File: src/rtl/multicycle_control.sv
// Multicycle MIPS main controller: FSM sequencing the shared datapath with a memory-ready handshake and stall abort.
// Optional ADDI support is enabled by defining ADDI_EN.
module multicycle_control #(
    parameter int unsigned WAIT_W   = 4,
    parameter int unsigned MAX_WAIT = 15
) (
    input  logic       clk,
    input  logic       rst_n,
    input  logic [5:0] Inst,
    input  logic       mem_ready,
    output logic       PCWrite,
    output logic       PCWriteCond,
    output logic       IorD,
    output logic       MemRead,
    output logic       MemWrite,
    output logic       IRWrite,
    output logic       MemtoReg,
    output logic       RegDst,
    output logic       RegWrite,
    output logic       ALUSrcA,
    output logic [1:0] ALUSrcB,
    output logic [1:0] ALUOp,
    output logic [1:0] PCSource,
    output logic       instr_done,
    output logic       illegal_op,
    output logic       mem_timeout,
    output logic [3:0] state
);

    typedef enum logic [3:0] {
        IDLE   = 4'd0,  FETCH  = 4'd1,  DECODE = 4'd2,  MEMADR = 4'd3,
        MEMRD  = 4'd4,  MEMWB  = 4'd5,  MEMWR  = 4'd6,  EXEC   = 4'd7,
        RWB    = 4'd8,  BRANCH = 4'd9,  JUMP   = 4'd10, ADDIEX = 4'd11,
        ADDIWB = 4'd12
    } state_t;

    localparam logic [5:0] OP_R    = 6'b000000;
    localparam logic [5:0] OP_LW   = 6'b100011;
    localparam logic [5:0] OP_SW   = 6'b101011;
    localparam logic [5:0] OP_BEQ  = 6'b000100;
    localparam logic [5:0] OP_J    = 6'b000010;
`ifdef ADDI_EN
    localparam logic [5:0] OP_ADDI = 6'b001000;
`endif
    // Counter value at which one more stalled cycle exhausts the budget.
    localparam logic [WAIT_W-1:0] WAIT_LAST = WAIT_W'(MAX_WAIT - 1);

    state_t            cur, nxt;
    logic [WAIT_W-1:0] wait_cnt, wait_nxt;
    logic              is_sw, is_sw_nxt;
    logic              ill_set;
    logic              expired;

    assign state   = cur;
    assign expired = (wait_cnt == WAIT_LAST) && !mem_ready;

    // State, wait counter, held lw/sw selector and sticky illegal flag.
    always_ff @(posedge clk or negedge rst_n) begin
        if (!rst_n) begin
            cur        <= IDLE;
            wait_cnt   <= '0;
            is_sw      <= 1'b0;
            illegal_op <= 1'b0;
        end else begin
            cur      <= nxt;
            wait_cnt <= wait_nxt;
            is_sw    <= is_sw_nxt;
            if (ill_set) illegal_op <= 1'b1;
        end
    end

    // Next state and control decode.
    always_comb begin
        nxt         = cur;
        wait_nxt    = '0;
        is_sw_nxt   = is_sw;
        ill_set     = 1'b0;
        PCWrite     = 1'b0;
        PCWriteCond = 1'b0;
        IorD        = 1'b0;
        MemRead     = 1'b0;
        MemWrite    = 1'b0;
        IRWrite     = 1'b0;
        MemtoReg    = 1'b0;
        RegDst      = 1'b0;
        RegWrite    = 1'b0;
        ALUSrcA     = 1'b0;
        ALUSrcB     = 2'b00;
        ALUOp       = 2'b00;
        PCSource    = 2'b00;
        instr_done  = 1'b0;
        mem_timeout = 1'b0;

        // Only memory states count stalls; any completion or abort clears the counter.
        if ((cur == FETCH || cur == MEMRD || cur == MEMWR) && !mem_ready && !expired)
            wait_nxt = wait_cnt + WAIT_W'(1);

        case (cur)
            IDLE: nxt = FETCH;
            FETCH: begin
                MemRead = 1'b1;
                ALUSrcB = 2'b01;
                if (mem_ready) begin
                    IRWrite = 1'b1;
                    PCWrite = 1'b1;
                    nxt     = DECODE;
                end else if (expired) begin
                    mem_timeout = 1'b1;
                end
            end
            DECODE: begin
                ALUSrcB   = 2'b11;
                is_sw_nxt = (Inst == OP_SW);
                case (Inst)
                    OP_LW, OP_SW: nxt = MEMADR;
                    OP_R:         nxt = EXEC;
                    OP_BEQ:       nxt = BRANCH;
                    OP_J:         nxt = JUMP;
`ifdef ADDI_EN
                    OP_ADDI:      nxt = ADDIEX;
`endif
                    default: begin
                        ill_set = 1'b1;
                        nxt     = FETCH;
                    end
                endcase
            end
            MEMADR: begin
                ALUSrcA = 1'b1;
                ALUSrcB = 2'b10;
                nxt     = is_sw ? MEMWR : MEMRD;
            end
            MEMRD: begin
                MemRead = 1'b1;
                IorD    = 1'b1;
                if (mem_ready) begin
                    nxt = MEMWB;
                end else if (expired) begin
                    mem_timeout = 1'b1;
                    nxt         = FETCH;
                end
            end
            MEMWB: begin
                RegWrite   = 1'b1;
                MemtoReg   = 1'b1;
                instr_done = 1'b1;
                nxt        = FETCH;
            end
            MEMWR: begin
                MemWrite = 1'b1;
                IorD     = 1'b1;
                if (mem_ready) begin
                    instr_done = 1'b1;
                    nxt        = FETCH;
                end else if (expired) begin
                    mem_timeout = 1'b1;
                    nxt         = FETCH;
                end
            end
            EXEC: begin
                ALUSrcA = 1'b1;
                ALUOp   = 2'b10;
                nxt     = RWB;
            end
            RWB: begin
                RegWrite   = 1'b1;
                RegDst     = 1'b1;
                instr_done = 1'b1;
                nxt        = FETCH;
            end
            BRANCH: begin
                ALUSrcA     = 1'b1;
                ALUOp       = 2'b01;
                PCWriteCond = 1'b1;
                PCSource    = 2'b01;
                instr_done  = 1'b1;
                nxt         = FETCH;
            end
            JUMP: begin
                PCWrite    = 1'b1;
                PCSource   = 2'b10;
                instr_done = 1'b1;
                nxt        = FETCH;
            end
`ifdef ADDI_EN
            ADDIEX: begin
                ALUSrcA = 1'b1;
                ALUSrcB = 2'b10;
                nxt     = ADDIWB;
            end
            ADDIWB: begin
                RegWrite   = 1'b1;
                instr_done = 1'b1;
                nxt        = FETCH;
            end
`endif
            default: nxt = IDLE;
        endcase
    end

endmodule

File: config.mk
export PLATFORM = sky130hd
export DESIGN_NAME = multicycle_control
export DESIGN_NICKNAME = d
export VERILOG_FILES = /design/src/rtl/multicycle_control.sv
export SDC_FILE = /design/constraint.sdc
export NUM_CORES = 1
export LEC_CHECK = 0
export BUFFER_PORTS_ARGS = -buffer_cell sky130_fd_sc_hd__buf_2
export CORE_UTILIZATION = 43
export CTS_CLUSTER_DIAMETER = 100
export DETAILED_ROUTE_END_ITERATION = 16
export PLACE_DENSITY = 0.74
export SYNTH_ARGS = -nofsm -noshare
export SYNTH_HDL_FRONTEND = slang
export SYNTH_SLANG_ARGS = --single-unit
File: constraint.sdc
create_clock -name clk -period 1.4 [get_ports clk]
set_input_delay 0.14 -clock clk [delete_from_list [all_inputs] [get_ports clk]]
set_output_delay 0.14 -clock clk [all_outputs]
set_load 0.005 [all_outputs]
==> flow_summary.toml <==
[worst_setup_path]
worstPathArrival_ps = 1470
cp_slowest_cell = "dfrtp_1"
critPathMaxStageDelay_ps = 410
cp_data_required_time_ps = 1260
worst-path-max-fanout = 6
crit_type = "flop to output port"
worstRegToRegCells = 5
path_cells = "clkbuf_4, nand2b_4, a22o_1, a31oi_1, buf_2"
path_delay_family = "flip-flops"
cp.depth = 5
crit_path_end_kind = "output port"
critPathLaunchType = "flop"
path_buf_inv = 2

[pwr]
power_switching_w = 0.0009607
seq_power_share = 0.178
power.density_mw_per_mm2 = 1616
p_int_w = 0.001319
clock_power_share = 0.115
swShare = 0.4215
p_total_w = 0.002279
ir_worst_vdd_mv = 0.9760
p_leak_nw = 0.6795
combinationalPowerShare = 0.707

[floorplanning]
io_pins = 32
rows = 15
dieHeight_microns = 45.56
initial_core_util = 0.4674
die_area_sq_mm = 0.002075
die_w_microns = 45.56
core-area_sq_mm = 0.001745

[placement]
gp_congestion = 0.7999
portBuffers = 31
dp_hpwl_microns = 1549

[flow_run]
max_cap_viol_count = 0

[sta]
rsz0062_at_grt = "true"
relSlewSlack = 0.6951
fin_crit_sh = 1.149
setup_ws_ps = -209.0
finalSetupTns_ps = -2456
layout_min_cycle_time_ps = 1609
max_slew.worst_pin.slew_ps = 453.2
finalClockSkew_ps = 1.560
fmax_mhz = 621.5
worst_hold_slack_ps = 188.5
slew_viol_final = 0
setup_violations = 21
final_hold_viol_count = 0

[final_layout]
seq_area_sq_um = 250.2
layout_commonest_cell = "buf_2"
fin_nets = 169
final_cell_mix = "buf_2, buf_4, dfrtp_1, nor2_1"
drive_above_1_share = 0.5860
fillCellCount = 107
fin_util = 0.8079
multi_input_area_sq_um = 648.1
area_delta_synth_final_pct = 72.85
antenna_cells = 0

[synthesis]
synth_cell_types = 39
ys_warn_count = 0
synth_nets = 108
ys_ff_latch = 10
ys.flop_type = "dfrtp_1"
avgSynthCellArea_sq_um = 8.410
ys_async_sr_fraction = 1.000
synth_edf_count = 0
synth.area.top_cells = "dfrtp_1, nor2_1, nor3_1"
synth_area_sq_um = 815.8
syn_inst = 97
ys_seq_area_frac = 0.3067
yosysTopAreaCellShare = 0.3067
yosys.area.top_type = "dfrtp_1"

[grt]
use_met3 = 0.05952
grt_antenna_before_repair = 0
grt_overflow = 0
met2_usage = 0.4429
grt_pass1_vias = 823
gr-usage-met1 = 0.2807
grtUsageTotal = 0.2540
grt_max_degree = 17
top_usage_layer = "met2"
grt_pass1_wl_microns = 3643

[drt]
drt_iter0_drc = 21
drtAntennaViolNets = 0
routed_wl_microns = 2928
wl_per_cell_microns = 16.09
firstDrtPassIters = 4
drcViolationCount = 0
vias = 1051
avgViaCountPerCell = 5.775

[clock_network]
clkLatencyLatePin_ps = 270
clock_path_buffers = 2
h-tree-depth = 1
cts_root_buffer = "clkbuf_4"
clkTransAtPathRegs_ps = 70
cts-buffers-inserted = 3
cts_tree = "done"
clock-sinks = 10

[worst_hold_path]
hold_path_depth = 2
hold_path_class = "input pin to flop"

[outcome]
violations = "setup timing"
status = "finished, violations left"
==> cell usage after synthesis, drive strengths merged, types with 3 or more instances <==
cell type / instances
dfrtp: 10
xnor2: 3
nand3: 3
nor3b: 3
clkbuf: 3
nor3: 8
o21ai: 3
nand2b: 4
nor4: 3
buf: 3
inv: 5
nand2: 4
nor2: 14
==> power by group through the flow <==
| stage | Combinational [W] | Sequential (W) | Clock, W |
|---|---|---|---|
| 6_report | 0.00161 | 0.000405 | 0.000263 |
| 5_1_grt | 0.00172 | 0.000409 | 0.000289 |
| 4_1_cts | 0.00131 | 0.000407 | 0.000275 |
| 3_5_place_dp | 0.000993 | 0.000412 | 0 |
| 3_3_place_gp | 0.000973 | 0.000409 | 0 |
| 2_1_floorplan | 0.000580 | 0.000433 | 0 |
==> path summary, 6_finish.rpt <==
kind / startpoint / to / slack [ps]
setup / recovery: state[2] / instr_done / -210
setup reg to reg: state[1] / state[1] / -190
min in group asynchronous: rst_n / wait_cnt[2] / 250
max in group asynchronous: rst_n / state[0] / 960
hold reg to reg: wait_cnt[0] / wait_cnt[0] / 460
hold / removal: Inst[3] / is_sw / 190
==> per-stage QoR <==
step	setup slack (ps)	cells	area, sq um
after global routing	-288.1	182	1410
after floorplan	-22.10	97	815.8
after CTS	-184.8	173	1274
after global placement	30.92	155	1046
after detailed placement	-2.324	155	1046
final	-209.0	182	1410
==> registers in the layout, summed over array words and instances, names as in the netlist <==
signal / cells
illegal_op: 1
is_sw: 1
state: 4
wait_cnt: 4
==> area by class of cell <==
type	count	share of cell area
multi-input cells	76	0.4596
repair buffers	62	0.2990
flip-flops and latches	10	0.1775
clock buffers	4	0.02573
well taps	25	0.02218
inverters	5	0.01597
==> cells by family after synthesis <==
group           share of synthesized area
flops                              0.3067
buf+inv                           0.05829
mux                               0.01380
simple gates                       0.3006
compound gates                     0.2469
xor+xnor                          0.04295
fa+ha+maj                         0.03067
==> worst register-to-register path, stage by stage (launching register included) <==
cell and delay (ps):
dfrtp_1 400, buf_12 140, clkinvlp_4 200, buf_6 180
o211a_1 220, o311a_1 340
==> routing by layer <==
| layer | wire, microns | share of wire | vias to the layer above |
|---|---|---|---|
| met5 | 0 | 0 | - |
| met4 | 116 | 0.040 | 0 |
| met3 | 181 | 0.062 | 14 |
| met2 | 1439 | 0.49 | 48 |
| met1 | 1190 | 0.41 | 507 |
| li1 | - | - | 482 |
==> repair_timing <==
item	in CTS	in global routing
hold buffers	1	0
endpoints found under the hold margin	10	0
setup buffers	12	9
cloned	1	0
pin swaps	5	7
resized for setup	20	18
endpoints found under the setup margin	19	22
No activity file was read; power rests on OpenSTA's default activity.
